--- config.mk ---
export PLATFORM = sky130hd
export DESIGN_NAME = global_stall_ctrl_flat
export DESIGN_NICKNAME = d
export VERILOG_FILES = /design/src/rtl/global_stall_ctrl_pkg.sv /design/src/rtl/global_stall_ctrl_if.sv /design/src/rtl/global_stall_ctrl.sv /design/src/flat_wrapper.sv
export SDC_FILE = /design/constraint.sdc
export NUM_CORES = 1
export LEC_CHECK = 0
export BUFFER_PORTS_ARGS = -buffer_cell sky130_fd_sc_hd__buf_2
export CORE_MARGIN = 2
export CORE_UTILIZATION = 58
export DETAILED_ROUTE_END_ITERATION = 7
export GPL_TIMING_DRIVEN = 0
export PLACE_DENSITY = 0.86
export RECOVER_POWER = 25
export SYNTH_ARGS = -nofsm -noshare
export SYNTH_HDL_FRONTEND = slang
export SYNTH_SLANG_ARGS = --single-unit
--- constraint.sdc ---
create_clock -name clk -period 7.3 [get_ports clk]
set_clock_uncertainty 0.2 [all_clocks]
set_input_delay 0.73 -clock clk [delete_from_list [all_inputs] [get_ports clk]]
set_output_delay 0.73 -clock clk [all_outputs]
set_load 0.005 [all_outputs]
--- src/rtl/global_stall_ctrl_pkg.sv ---
// -----------------------------------------------------------------------------
// stall_pkg
// Shared definitions for the global stall/flush sequencer:
//   - stall_state_t : 2-bit FSM state (RUN=0, STALL=1, RELEASE=2, FLUSH=3)
//   - STALL_CNT_W   : width of the consecutive-stall counter
//   - PERF_W        : width of the optional stall-cycle performance counter
//   - PERF_FLUSH_W  : width of the optional flush-entry performance counter
//   - sat_inc_cnt() : saturating increment for STALL_CNT_W-wide counters
// -----------------------------------------------------------------------------
package stall_pkg;

   typedef enum logic [1:0] {
      ST_RUN     = 2'd0,
      ST_STALL   = 2'd1,
      ST_RELEASE = 2'd2,
      ST_FLUSH   = 2'd3
   } stall_state_t;

   localparam int STALL_CNT_W  = 16;
   localparam int PERF_W       = 32;
   localparam int PERF_FLUSH_W = 16;

   // Increment that sticks at all-ones instead of wrapping to zero.
   function automatic logic [STALL_CNT_W-1:0] sat_inc_cnt(input logic [STALL_CNT_W-1:0] v);
      logic [STALL_CNT_W-1:0] r;
      if (v == {STALL_CNT_W{1'b1}}) begin
         r = v;
      end else begin
         r = v + {{(STALL_CNT_W-1){1'b0}}, 1'b1};
      end
      return r;
   endfunction

endpackage

--- src/rtl/global_stall_ctrl_if.sv ---
// -----------------------------------------------------------------------------
// global_stall_ctrl_if
// Bundles the stall-control bus between the central sequencer and the stages.
//   buf_full[NUM_STAGES-1:0] : per-stage skid buffer full flags (stages -> ctrl)
//   ds_stall_req             : downstream not ready                (-> ctrl)
//   flush_req                : flush request, level sampled        (-> ctrl)
//   stall_out / flush_out    : global stall / flush                (ctrl ->)
//   state_out[1:0]           : sequencer state encoding            (ctrl ->)
//   timeout                  : sticky stuck-stall flag             (ctrl ->)
//   stall_cnt[15:0]          : consecutive STALL cycles, saturating (ctrl ->)
//   perf_stall_total / perf_flush_total : only with STALL_PERF_CNT_EN defined
// Modports: master = the sequencer, slave = the stages / environment.
// -----------------------------------------------------------------------------
interface global_stall_ctrl_if #(
   parameter int NUM_STAGES = 4
);
   import stall_pkg::*;

   logic [NUM_STAGES-1:0]  buf_full;
   logic                   ds_stall_req;
   logic                   flush_req;
   logic                   stall_out;
   logic                   flush_out;
   logic [1:0]             state_out;
   logic                   timeout;
   logic [STALL_CNT_W-1:0] stall_cnt;
`ifdef STALL_PERF_CNT_EN
   logic [PERF_W-1:0]       perf_stall_total;
   logic [PERF_FLUSH_W-1:0] perf_flush_total;

   modport master (
      input  buf_full, ds_stall_req, flush_req,
      output stall_out, flush_out, state_out, timeout, stall_cnt,
      output perf_stall_total, perf_flush_total
   );
   modport slave (
      output buf_full, ds_stall_req, flush_req,
      input  stall_out, flush_out, state_out, timeout, stall_cnt,
      input  perf_stall_total, perf_flush_total
   );
`else
   modport master (
      input  buf_full, ds_stall_req, flush_req,
      output stall_out, flush_out, state_out, timeout, stall_cnt
   );
   modport slave (
      output buf_full, ds_stall_req, flush_req,
      input  stall_out, flush_out, state_out, timeout, stall_cnt
   );
`endif

endinterface

--- src/rtl/global_stall_ctrl.sv ---
// -----------------------------------------------------------------------------
// global_stall_ctrl
// Central stall/flush sequencer. Collects buffer-full flags and a downstream
// stall request, and drives one registered global stall and flush. Enforces a
// minimum stall hold, a one-cycle release window that lets buffers drain one
// entry, and a multi-cycle (extendable) flush. A watchdog flags stuck stalls.
//
// Ports:
//   clk   : clock
//   reset : asynchronous, active-high reset
//   bus   : global_stall_ctrl_if.master (see interface for signal list)
//
// Optional feature: define STALL_PERF_CNT_EN to add the saturating
// perf_stall_total / perf_flush_total counters (cleared only by reset).
// -----------------------------------------------------------------------------
module global_stall_ctrl
   import stall_pkg::*;
#(
   parameter int NUM_STAGES   = 4,
   parameter int MIN_STALL    = 2,
   parameter int FLUSH_CYCLES = 2,
   parameter int WDOG_LIMIT   = 255
) (
   input  logic                clk,
   input  logic                reset,
   global_stall_ctrl_if.master bus
);

   localparam int HOLD_W  = (MIN_STALL > 1)    ? $clog2(MIN_STALL)    : 1;
   localparam int FLUSH_W = (FLUSH_CYCLES > 1) ? $clog2(FLUSH_CYCLES) : 1;

   localparam logic [HOLD_W-1:0]      HOLD_LAST  = HOLD_W'(MIN_STALL - 1);
   localparam logic [FLUSH_W-1:0]     FLUSH_LOAD = FLUSH_W'(FLUSH_CYCLES - 1);
   localparam logic [STALL_CNT_W-1:0] WDOG_CNT   = STALL_CNT_W'(WDOG_LIMIT);

   logic [NUM_STAGES-1:0]  buf_full_s;
   logic                   stall_cause_s;
   stall_state_t           state_r;
   stall_state_t           state_nxt_s;
   logic                   stall_out_r;
   logic                   flush_out_r;
   logic [HOLD_W-1:0]      hold_r;
   logic [FLUSH_W-1:0]     flush_cnt_r;
   logic [STALL_CNT_W-1:0] stall_cnt_r;
   logic [STALL_CNT_W-1:0] stall_cnt_nxt_s;
   logic                   timeout_r;

   assign buf_full_s    = bus.buf_full;
   assign stall_cause_s = (|buf_full_s) | bus.ds_stall_req;

   // Next-state decision; flush_req overrides every state.
   always_comb begin
      state_nxt_s = state_r;
      if (bus.flush_req) begin
         state_nxt_s = ST_FLUSH;
      end else begin
         case (state_r)
            ST_RUN: begin
               if (stall_cause_s) begin
                  state_nxt_s = ST_STALL;
               end else begin
                  state_nxt_s = ST_RUN;
               end
            end
            ST_STALL: begin
               if (!stall_cause_s && (hold_r >= HOLD_LAST)) begin
                  state_nxt_s = ST_RELEASE;
               end else begin
                  state_nxt_s = ST_STALL;
               end
            end
            // buf_full is stale here (buffers are draining), so only the
            // downstream request can bring the stall straight back.
            ST_RELEASE: begin
               if (bus.ds_stall_req) begin
                  state_nxt_s = ST_STALL;
               end else begin
                  state_nxt_s = ST_RUN;
               end
            end
            // Stall causes are deliberately ignored until the flush ends.
            ST_FLUSH: begin
               if (flush_cnt_r == {FLUSH_W{1'b0}}) begin
                  state_nxt_s = ST_RUN;
               end else begin
                  state_nxt_s = ST_FLUSH;
               end
            end
            default: begin
               state_nxt_s = ST_RUN;
            end
         endcase
      end
   end

   // State register with Moore outputs decoded from the next state.
   always_ff @(posedge clk or posedge reset) begin
      if (reset) begin
         state_r     <= ST_RUN;
         stall_out_r <= 1'b0;
         flush_out_r <= 1'b0;
      end else begin
         state_r     <= state_nxt_s;
         stall_out_r <= (state_nxt_s == ST_STALL);
         flush_out_r <= (state_nxt_s == ST_FLUSH);
      end
   end

   // Minimum-hold counter: zero on every STALL entry, saturates at MIN_STALL-1.
   always_ff @(posedge clk or posedge reset) begin
      if (reset) begin
         hold_r <= {HOLD_W{1'b0}};
      end else if ((state_nxt_s == ST_STALL) && (state_r == ST_STALL)) begin
         if (hold_r < HOLD_LAST) begin
            hold_r <= hold_r + {{(HOLD_W-1){1'b0}}, 1'b1};
         end else begin
            hold_r <= hold_r;
         end
      end else begin
         hold_r <= {HOLD_W{1'b0}};
      end
   end

   // Flush length counter: loads on entry or on a repeated request, then counts down.
   always_ff @(posedge clk or posedge reset) begin
      if (reset) begin
         flush_cnt_r <= {FLUSH_W{1'b0}};
      end else if ((state_nxt_s == ST_FLUSH) && ((state_r != ST_FLUSH) || bus.flush_req)) begin
         flush_cnt_r <= FLUSH_LOAD;
      end else if ((state_r == ST_FLUSH) && (flush_cnt_r != {FLUSH_W{1'b0}})) begin
         flush_cnt_r <= flush_cnt_r - {{(FLUSH_W-1){1'b0}}, 1'b1};
      end else begin
         flush_cnt_r <= flush_cnt_r;
      end
   end

   // Stall-cycle count; survives a RELEASE->STALL bounce, clears on RUN/FLUSH.
   always_comb begin
      stall_cnt_nxt_s = {STALL_CNT_W{1'b0}};
      case (state_nxt_s)
         ST_STALL:   stall_cnt_nxt_s = sat_inc_cnt(stall_cnt_r);
         ST_RELEASE: stall_cnt_nxt_s = stall_cnt_r;
         default:    stall_cnt_nxt_s = {STALL_CNT_W{1'b0}};
      endcase
   end

   // Stall-cycle count register.
   always_ff @(posedge clk or posedge reset) begin
      if (reset) begin
         stall_cnt_r <= {STALL_CNT_W{1'b0}};
      end else begin
         stall_cnt_r <= stall_cnt_nxt_s;
      end
   end

   // Sticky watchdog flag; entering FLUSH clears it and wins over a set.
   always_ff @(posedge clk or posedge reset) begin
      if (reset) begin
         timeout_r <= 1'b0;
      end else if (state_nxt_s == ST_FLUSH) begin
         timeout_r <= 1'b0;
      end else if (stall_cnt_nxt_s == WDOG_CNT) begin
         timeout_r <= 1'b1;
      end else begin
         timeout_r <= timeout_r;
      end
   end

`ifdef STALL_PERF_CNT_EN
   logic [PERF_W-1:0]       perf_stall_r;
   logic [PERF_FLUSH_W-1:0] perf_flush_r;

   // Saturating count of all cycles with stall_out high.
   always_ff @(posedge clk or posedge reset) begin
      if (reset) begin
         perf_stall_r <= {PERF_W{1'b0}};
      end else if ((state_nxt_s == ST_STALL) && (perf_stall_r != {PERF_W{1'b1}})) begin
         perf_stall_r <= perf_stall_r + {{(PERF_W-1){1'b0}}, 1'b1};
      end else begin
         perf_stall_r <= perf_stall_r;
      end
   end

   // Saturating count of FLUSH entries (extensions are not new entries).
   always_ff @(posedge clk or posedge reset) begin
      if (reset) begin
         perf_flush_r <= {PERF_FLUSH_W{1'b0}};
      end else if ((state_nxt_s == ST_FLUSH) && (state_r != ST_FLUSH) &&
                   (perf_flush_r != {PERF_FLUSH_W{1'b1}})) begin
         perf_flush_r <= perf_flush_r + {{(PERF_FLUSH_W-1){1'b0}}, 1'b1};
      end else begin
         perf_flush_r <= perf_flush_r;
      end
   end

   assign bus.perf_stall_total = perf_stall_r;
   assign bus.perf_flush_total = perf_flush_r;
`endif

   assign bus.stall_out = stall_out_r;
   assign bus.flush_out = flush_out_r;
   assign bus.state_out = state_r;
   assign bus.timeout   = timeout_r;
   assign bus.stall_cnt = stall_cnt_r;

endmodule
--- src/flat_wrapper.sv ---
// flat-port wrapper written by rule: the top's interface ports become plain ports
module global_stall_ctrl_flat import stall_pkg::*;
#(
   parameter int NUM_STAGES   = 4,
   parameter int MIN_STALL    = 2,
   parameter int FLUSH_CYCLES = 2,
   parameter int WDOG_LIMIT   = 255
)
  (clk, reset, bus_buf_full, bus_ds_stall_req, bus_flush_req, bus_stall_out, bus_flush_out, bus_state_out, bus_timeout, bus_stall_cnt);
  global_stall_ctrl_if #(.NUM_STAGES(NUM_STAGES)) bus_i ();
  input  logic clk;
  input  logic reset;
  input wire logic [$bits(bus_i.buf_full)-1:0] bus_buf_full;
  input wire logic [$bits(bus_i.ds_stall_req)-1:0] bus_ds_stall_req;
  input wire logic [$bits(bus_i.flush_req)-1:0] bus_flush_req;
  output wire logic [$bits(bus_i.stall_out)-1:0] bus_stall_out;
  output wire logic [$bits(bus_i.flush_out)-1:0] bus_flush_out;
  output wire logic [$bits(bus_i.state_out)-1:0] bus_state_out;
  output wire logic [$bits(bus_i.timeout)-1:0] bus_timeout;
  output wire logic [$bits(bus_i.stall_cnt)-1:0] bus_stall_cnt;
  assign bus_i.buf_full = bus_buf_full;
  assign bus_i.ds_stall_req = bus_ds_stall_req;
  assign bus_i.flush_req = bus_flush_req;
  assign bus_stall_out = bus_i.stall_out;
  assign bus_flush_out = bus_i.flush_out;
  assign bus_state_out = bus_i.state_out;
  assign bus_timeout = bus_i.timeout;
  assign bus_stall_cnt = bus_i.stall_cnt;
  global_stall_ctrl #(.NUM_STAGES(NUM_STAGES), .MIN_STALL(MIN_STALL), .FLUSH_CYCLES(FLUSH_CYCLES), .WDOG_LIMIT(WDOG_LIMIT)) u_core (.clk(clk), .reset(reset), .bus(bus_i));
endmodule
* Word-level counts from Yosys, hierarchy flattened
Cells that the tools add are included.
** Cells by class
- Muxes and demuxes :: 14
- Shifts and indexed selects :: 0
- Multiply operators :: 0
- Magnitude comparators :: 2
- Bitwise gates (word level) :: 1
- Reduce and logical (&&, ||, !) cells :: 10
- Equal/unequal tests :: 10
- Add/sub/neg operators :: 3
- Div/mod/pow operators :: 0
** Operator list (number)
- case mux 16 bit (2 select lines) :: 1
- adder 16 x 1 -> 16 bit, second input constant :: 1
- == test 16 bit, second input constant :: 1
- == test 16 x 8 -> 1 bit, second input constant :: 1
- 2-to-1 mux 16 bit :: 1
- == test 2 bit, second input constant :: 4
- 2-to-1 mux 1 bit :: 8
- case mux 2 bit (4 select lines) :: 1
- 2-to-1 mux 2 bit :: 3
- == test 2 x 1 -> 1 bit, second input constant :: 2
- logical AND 1 bit :: 4
- inequality test 2 bit, second input constant :: 2
- nonzero test 2 bit :: 2
- OR reduction 4 bit :: 1
- logical NOT 2 bit :: 1
- adder 1 bit, second input constant :: 1
- >= comparator 1 bit, second input constant :: 1
- logical NOT 1 bit :: 1
- logical OR 1 bit :: 1
- less-than comparator 1 bit, second input constant :: 1
- bitwise OR 1 bit :: 1
- subtractor 1 bit, second input constant :: 1
** Storage, ports and cells
- Latch bits :: 0
- Input port bits :: 8
- Memory bits (writable) :: 0
- Register bits :: 23
- Output and inout bits :: 21
- Memories kept :: 0
- ROM bits :: 0

* Longest topological paths before layout
Gate-level depths: netlist of the first run.
- Depth after elaboration :: 12
- Mapped depth :: 15

* Worst setup path after synthesis of the first run
OpenSTA, ideal clock, no wires.
- Kind :: input to register
- Start :: in bus_buf_full[3]
- End :: reg u_core.timeout_r, in the netlist u_core.bus.timeout
- Cell stages on the path :: 13
- Setup slack :: 3.516 ns
- Data arrival time :: 3.492 ns
- Required time :: 7.008 ns
- Setup time :: 0.092 ns
- Cells stage by stage :: or4_1 -> nor2_1 -> nor2_1 -> nor3_1 -> inv_1 -> ha_1 -> bufbuf_16 -> nor2_1 -> nor2_1 -> o311ai_0 -> o211ai_1 -> or4_1 -> o31ai_2
** Between the ends
- Longest elaborated chain between the ends :: 11
- Elaborated cells between the ends (all ways) :: 15
** RTL lines
- start, declared :: line flat_wrapper.sv:13 : input wire logic [$bits(bus_i.buf_full)-1:0] bus_buf_full;
- OR reduction 4 bit (*) :: line global_stall_ctrl.sv:49 : assign stall_cause_s = (|buf_full_s) | bus.ds_stall_req;
- bitwise OR 1 bit (*) :: line global_stall_ctrl.sv:49
- logical NOT 1 bit :: line global_stall_ctrl.sv:66 : if (!stall_cause_s && (hold_r >= HOLD_LAST)) begin
- logical AND 1 bit :: line global_stall_ctrl.sv:66
- 2-to-1 mux 2 bit :: line global_stall_ctrl.sv:66
- case mux 2 bit (4 select lines) (*) :: line global_stall_ctrl.sv:57 : case (state_r)
- 2-to-1 mux 2 bit (*) :: line global_stall_ctrl.sv:54 : if (bus.flush_req) begin
- named net u_core.state_nxt_s[0] :: line global_stall_ctrl.sv:39 : stall_state_t state_nxt_s;
- == test 2 bit / == test 2 x 1 -> 1 bit (equally long branches) :: line global_stall_ctrl.sv:140 : case (state_nxt_s)
- case mux 16 bit (2 select lines) :: line global_stall_ctrl.sv:140
- == test 16 x 8 -> 1 bit :: line global_stall_ctrl.sv:162 : end else if (stall_cnt_nxt_s == WDOG_CNT) begin
- nonzero test 2 bit (no line)
- end signal, assigned :: line global_stall_ctrl.sv:165 : timeout_r <= timeout_r;
- end, declared :: line global_stall_ctrl.sv:46 : logic timeout_r;
Mark *: on every way through the listed nets, which the timed path passes. The rest lies on a longest branch.
A chain may end at the register's enable or synchronous reset.

* Worst setup path in the final report of the first run
- Start :: in bus_buf_full[3]
- End :: reg u_core.timeout_r, in the netlist u_core.bus.timeout
** Between the ends
- Longest elaborated chain between the ends :: 11
- Elaborated cells between the ends (all ways) :: 15
** RTL lines
- OR reduction 4 bit (*) :: line global_stall_ctrl.sv:49
- bitwise OR 1 bit (*) :: line global_stall_ctrl.sv:49
- logical NOT 1 bit :: line global_stall_ctrl.sv:66
- logical AND 1 bit :: line global_stall_ctrl.sv:66
- 2-to-1 mux 2 bit :: line global_stall_ctrl.sv:66
- case mux 2 bit (4 select lines) (*) :: line global_stall_ctrl.sv:57
- 2-to-1 mux 2 bit (*) :: line global_stall_ctrl.sv:54
- named net u_core.state_nxt_s[0] :: line global_stall_ctrl.sv:39
- == test 2 bit / == test 2 x 1 -> 1 bit (equally long branches) :: line global_stall_ctrl.sv:140
- case mux 16 bit (2 select lines) (*) :: line global_stall_ctrl.sv:140
- named net u_core.stall_cnt_nxt_s[11] :: line global_stall_ctrl.sv:45 : logic [STALL_CNT_W-1:0] stall_cnt_nxt_s;
- == test 16 x 8 -> 1 bit (*) :: line global_stall_ctrl.sv:162
- nonzero test 2 bit (no line) (*)
Marked as above.

==> impl_metrics.tcl, run 1 <==
set metrics [dict create \
    outcome "completed" \
    yosys_warnings 0 \
    cts_root_buf "clkbuf_4" \
    path_clk_slew_ns 0.12 \
    synth_top_area_share 0.388 \
    post-place-ws_ns 3.03 \
    antenna_found_initial 0 \
    tns_ns 0 \
    final_cells 216 \
    gp_routability_congestion 0.958 \
    synthCells 154 \
    p_leak_uw 0.000756 \
    routedWlPerCell_um 16.9 \
    grt_pass1_wl_mm 5.72 \
    slowest_stage "or4_1" \
    cp_common_cell "nor2_1" \
    vias 1408 \
    max_freq_ghz 0.251 \
    fp.coreArea_sq_um 2450 \
    rsz0062_at_grt "false" \
    worstSetupStartpointType "primary input" \
    postCtsSetupBuffers 0 \
    wl_met1_mm 1.54 \
    worst_setup_path_end_kind "flip-flop" \
    yosysMostFrequentCell "dfrtp_1" \
    start_util 0.604 \
    dp_hpwl_mm 2.70 \
    required_ns 7.34 \
    ir_drop_uv 172 \
    slew-limit-headroom 0.406 \
    netlist_area_sq_um 1480 \
    cts.sinks 23 \
    synth-main-ff-cell "dfrtp_1" \
    layout-drive-gt1-share 0.258 \
    ios 29 \
    yosysSeqAreaShare 0.388 \
    grt_max_degree 24 \
    maxSlewViolCount 0 \
    viasPerCell 6.52 \
    avgSynthCellArea_sq_um 9.63 \
    power.internal_uw 214 \
    grt.overflow.total 0 \
    worst_pin_slew_ns 0.890 \
    die_y_um 54.6 \
    syn-num-nets 166 \
    async_flop_share 1.00 \
    synth_largest_area_cell "dfrtp_1" \
    wl_met3_um 312 \
    hold_buffers 0 \
    regArea_sq_um 576 \
    first_pass_iters 4 \
    nets 199 \
    port_buffers 28 \
    setup_viol 0 \
    crit_arrival_ns 4.02 \
    netSwitchingPower_uw 125 \
    worst_slack_ns 3.32 \
    drv_cap 0 \
    grt_pass1_vias 1272 \
    critical_path_buf_inv_count 3 \
    cp_cell_sequence "buf_2 > or4_1 > nor2_1 > nor2_1 > nor3_1 > inv_1 > ha_1 > bufbuf_16 > nor2_1 > nor2_1 > a22o_1 > o31a_1 > nor4b_1 > nand4_1 > o31ai_2" \
    cts_made_buffers 3 \
    min_period_ns 3.98 \
    areaGrowthSynthToFinish_pct 13.8 \
    cts_buffer_depth 2 \
    htree_levels 1 \
    multiInputGateArea_sq_um 816 \
    synth-edff-count 0 \
    antenna_left 0 \
    power_density_nw_per_um2 201 \
    wirelength_mm 3.66 \
    min_period_over_period 0.545 \
    cts_tree "yes" \
    clk_latency_ns 0.32 \
    hold_path.class "flip-flop to flip-flop" \
    fp-row-count 18 \
    hold-worst-slack_ns 0.328 \
    dr.first_iter.drc_count 81 \
    synth_cell_type_count 47 \
    crit_family "simple AND/OR/NAND/NOR gates" \
    synthTopCellsByCount "23 x dfrtp_1, 16 x nor2_1, 10 x inv_1, 10 x o21ai_0" \
    die_area_sq_um 2980 \
    yosys_register_bits 23 \
    combPwrFrac 0.376 \
    crit_type "primary input to flip-flop" \
    nFillCells 201 \
    pwr-share-seq 0.448 \
    placedCellCount 212 \
    die_w_um 54.6 \
    hold_viol_final 0 \
    path_max_fanout 8 \
    p_clk_frac 0.176 \
    maxUsedRoutingLayer "met4" \
    drc 0 \
    max_stage_delay_ns 0.51 \
    cts_resized 0 \
    synth_area_leaders "dfrtp_1 39%, nor2_1 4.1%, ha_1 3.4%" \
    gr-usage-all-layers 0.274 \
    swShare 0.370 \
    wl_met2_mm 1.70 \
    diodes 0 \
]
[flip-flops by register name, summed over array words and instances, names as in the netlist]
signal                flops
u_core.bus.stall_cnt     16
u_core.bus.state_out      2
u_core.bus.flush_out      1
u_core.bus.stall_out      1
u_core.bus.timeout        1
u_core.flush_cnt_r        1
u_core.hold_r             1
[final timing paths]
kind	from	to	slack (ns)	cells after the start
worst max-delay path	bus_buf_full[3]	u_core.bus.timeout	3.32	15
worst min-delay path	u_core.bus.timeout	u_core.bus.timeout	0.33	2
worst max register to register	u_core.bus.state_out[1]	u_core.bus.timeout	3.81	15
worst min register to register	u_core.bus.timeout	u_core.bus.timeout	0.33	2
max in group asynchronous	reset	u_core.bus.stall_cnt[0]	5.98	2
min in group asynchronous	reset	u_core.bus.stall_cnt[9]	0.38	2
[worst reg2reg max path, cell delays in order, from the launching register on]
cell,delay (ns)
dfrtp_1,0.47
nand2_1,0.11
o21ai_0,0.08
nand2_1,0.07
nand2_1,0.04
nor3_1,0.22
inv_1,0.13
ha_1,0.22
bufbuf_16,0.27
nor2_1,0.36
nor2_1,0.16
a22o_1,0.26
o31a_1,0.12
nor4b_1,0.31
nand4_1,0.16
o31ai_2,0.25
[per-stage QoR]
step,util,total power [uW],instance area (sq um)
floorplan,-,243,1480
detailed placement,0.676,279,1660
finish,0.687,339,1690
CTS,0.687,340,1690
global route,0.687,361,1690
global placement,0.676,276,1660
[cell type report]
type / count / area share
multi-input combinational: 117 / 0.484
timing repair buffer: 28 / 0.0831
buffer: 4 / 0.0319
clock buffer: 4 / 0.0156
inverter: 10 / 0.0223
tap: 30 / 0.0223
sequential: 23 / 0.341
[per-layer routing]
metal,track usage,vias up
met5,0,-
met3,0.0519,13
met1,0.367,664
met4,0.150,0
met2,0.414,78
li1,-,653
[kinds of logic (layout without fill, tap and decap cells)]
| group | after synthesis | in the layout | synth area share |
|---|---|---|---|
| flip-flops | 23 | 23 | 0.388 |
| multiplexers | 1 | 1 | 0.00759 |
| AND/OR/NAND/NOR | 73 | 73 | 0.321 |
| AO/OA/AOI/OAI | 39 | 39 | 0.188 |
| adder cells (fa/ha/maj) | 4 | 4 | 0.0338 |
| buffers and inverters | 14 | 46 | 0.0616 |
[power by group through the flow]
stage	combinational, uW	clock, uW	sequential [uW]
finish	128	59.8	152
global route	141	66.0	154
CTS	126	62.4	152
detailed placement	125	0	154
global placement	123	0	153
floorplan	89.6	0	153
[layout by cell type (no fill, tap or decap), types with 2 or more instances in the layout]
master and instances:
buf_2 28, dfrtp_1 23, nor2_1 16, inv_1 10, o21ai_0 10, nand2_1 9
a21oi_1 9, nand3_1 7, nand4_1 5, nor4_1 4, ha_1 4, clkbuf_1 3
and4_1 3, nor3_1 3, o31a_1 3, a31oi_1 3, nand2b_1 3, nand3b_1 3
clkbuf_4 3, a311oi_1 2, a21o_1 2, nor4_2 2, nor4b_1 2, o311ai_0 2
or4_1 2, nor2b_1 2
Power figures use the tool's default switching activity.
==> run 2: changes to the inputs <==
--- a/config.mk
+++ b/config.mk
@@ -7,10 +7,10 @@
 export LEC_CHECK = 0
 export BUFFER_PORTS_ARGS = -buffer_cell sky130_fd_sc_hd__buf_2
 export CORE_MARGIN = 2
-export CORE_UTILIZATION = 58
+export CORE_UTILIZATION = 49
 export DETAILED_ROUTE_END_ITERATION = 7
 export GPL_TIMING_DRIVEN = 0
-export PLACE_DENSITY = 0.86
+export PLACE_DENSITY = 0.78
 export RECOVER_POWER = 25
 export SYNTH_ARGS = -nofsm -noshare
 export SYNTH_HDL_FRONTEND = slang
==> constraint.sdc (replaced) <==
create_clock -name clk -period 3.3 [get_ports clk]
set_clock_uncertainty 0.2 [all_clocks]
set_input_delay 0.33 -clock clk [delete_from_list [all_inputs] [get_ports clk]]
set_output_delay 0.33 -clock clk [all_outputs]
set_load 0.005 [all_outputs]
==> run 2 against run 1 <==
- hold slack lost 0.37 ns
- critical path depth grew 1
- via count shrank 0.50%
- sequential power grew 120%
- routed wire length shrank 3.7%
- highest routed layer unchanged
- die area grew 17%
- largest power group unchanged
- critical endpoint unchanged
- the run now ends with hold timing left
- final cell count grew 2.3%
- clock power grew 120%
==> impl_metrics.tcl, run 2 (synthesized netlist as in run 1, its figures left out) <==
set metrics [dict create \
    outcome "finished with violations" \
    violations "hold timing" \
    p_leak_uw 0.000781 \
    drc 0 \
    cts_root_buf "clkbuf_4" \
    max_stage_delay_ns 0.52 \
    multiInputGateArea_sq_um 841 \
    grt_max_degree 24 \
    ios 29 \
    areaGrowthSynthToFinish_pct 17.6 \
    crit_arrival_ns 3.18 \
    grt_pass1_wl_mm 5.79 \
    worstSetupStartpointType "primary input" \
    largest_register_ff_count 16 \
    cts.sinks 23 \
    antenna_left 0 \
    cts_made_buffers 3 \
    min_period_ns 3.14 \
    path_max_fanout 8 \
    power_density_nw_per_um2 447 \
    nFillCells 254 \
    slew-limit-headroom 0.434 \
    gp_routability_congestion 0.926 \
    cp_cell_sequence "buf_2 > or4_1 > nor2_2 > nand3b_1 > nand2_1 > a21o_1 > inv_1 > ha_1 > bufbuf_16 > or2b_2 > nor2_1 > a22o_1 > o31a_1 > nor4b_2 > nand4_1 > o31ai_2" \
    critical_path_buf_inv_count 3 \
    clk_latency_ns 0.32 \
    crit_family "simple AND/OR/NAND/NOR gates" \
    die_area_sq_um 3480 \
    start_util 0.529 \
    antenna_found_initial 0 \
    ir_drop_uv 176 \
    htree_levels 1 \
    setup_viol 0 \
    rsz0062_at_grt "false" \
    slowest_stage "or4_1" \
    vias 1401 \
    hold_viol_final 23 \
    hold-worst-slack_ns -0.0400 \
    layout_commonest_cell "buf_2" \
    worst_pin_slew_ns 0.848 \
    regArea_sq_um 577 \
    first_pass_iters 5 \
    die_w_um 59.0 \
    power_uw 780 \
    final_util 0.622 \
    layout-drive-gt1-share 0.305 \
    maxSlewViolCount 0 \
    wirelength_mm 3.52 \
    nets 203 \
    cts_buffer_depth 2 \
    crit_type "primary input to flip-flop" \
    placedCellCount 213 \
    max_freq_ghz 0.319 \
    cts_tree "yes" \
    fp-row-count 19 \
    required_ns 3.34 \
    diodes 0 \
    dpl_cell_area_sq_um 1660 \
    port_buffers 28 \
    grt.overflow.total 0 \
    viasPerCell 6.34 \
    hold_path.class "primary input to asynchronous set/reset pin" \
    reg2reg_slack_ns 0.24 \
    grt_pass1_vias 1289 \
    final_cells 221 \
    dr.first_iter.drc_count 49 \
    fp.coreArea_sq_um 2810 \
    gr-usage-all-layers 0.220 \
    min_period_over_period 0.951 \
    path_clk_slew_ns 0.13 \
    die_y_um 59.0 \
    hold_buffers 0 \
    final_cell_mix "28 x buf_2, 22 x dfrtp_1, 14 x nor2_1" \
    dp_hpwl_mm 2.63 \
    worst_setup_path_end_kind "flip-flop" \
    routedWlPerCell_um 15.9 \
    drv_cap 0 \
    fin_area_sq_um 1740 \
]
-- run 2: cell count changes in the layout (fill, tap and decap cells not counted), sizes merged --
cell	before	now
buf	28	32
-- run 2: metal layers --
metal	vias to the layer above	GRT usage	routed length [um]
met4	0	0.117	70
met3	9	0.0262	252
met2	53	0.356	1710
met1	674	0.290	1490
met5	-	0	0
li1	665	-	-
-- run 2: area by class of cell --
class,instances,share of cell area
multi-input combinational,117,0.482
sequential,23,0.331
tap,31,0.0222
clock buffer,4,0.0151
inverter,10,0.0215
buffer,4,0.0308
timing repair buffer,32,0.0976
-- run 2: timing repair --
item | 4_1_cts | 5_1_grt
setup endpoints to repair | 1 | 1
resized for setup | 2 | 5
setup buffers | 0 | 4
pin swaps | 0 | 5
-- run 2: final timing paths --
path,start,end,cells after the start
max,bus_buf_full[3],u_core.bus.timeout,16
min,reset,u_core.bus.stall_cnt[15],2
max reg2reg,u_core.bus.state_out[1],u_core.bus.timeout,15
min reg2reg,u_core.bus.timeout,u_core.bus.timeout,2
max in group asynchronous,reset,u_core.bus.state_out[1],2
min in group clk,bus_flush_req,u_core.flush_cnt_r,3
-- run 2: metrics by stage --
step / setup TNS [ns] / setup slack (ns)
floorplan: 0 / 0.00878
global placement: -0.455 / -0.455
detailed placement: -0.463 / -0.463
CTS: 0 / 0.00357
global route: 0 / 0.0186
finish: 0 / 0.161
-- run 2: where the power goes --
| group | internal [uW] | switching (uW) | total [uW] |
|---|---|---|---|
| Sequential | 311 | 25.6 | 336 |
| Combinational | 137 | 172 | 309 |
| Clock | 47.3 | 86.7 | 134 |
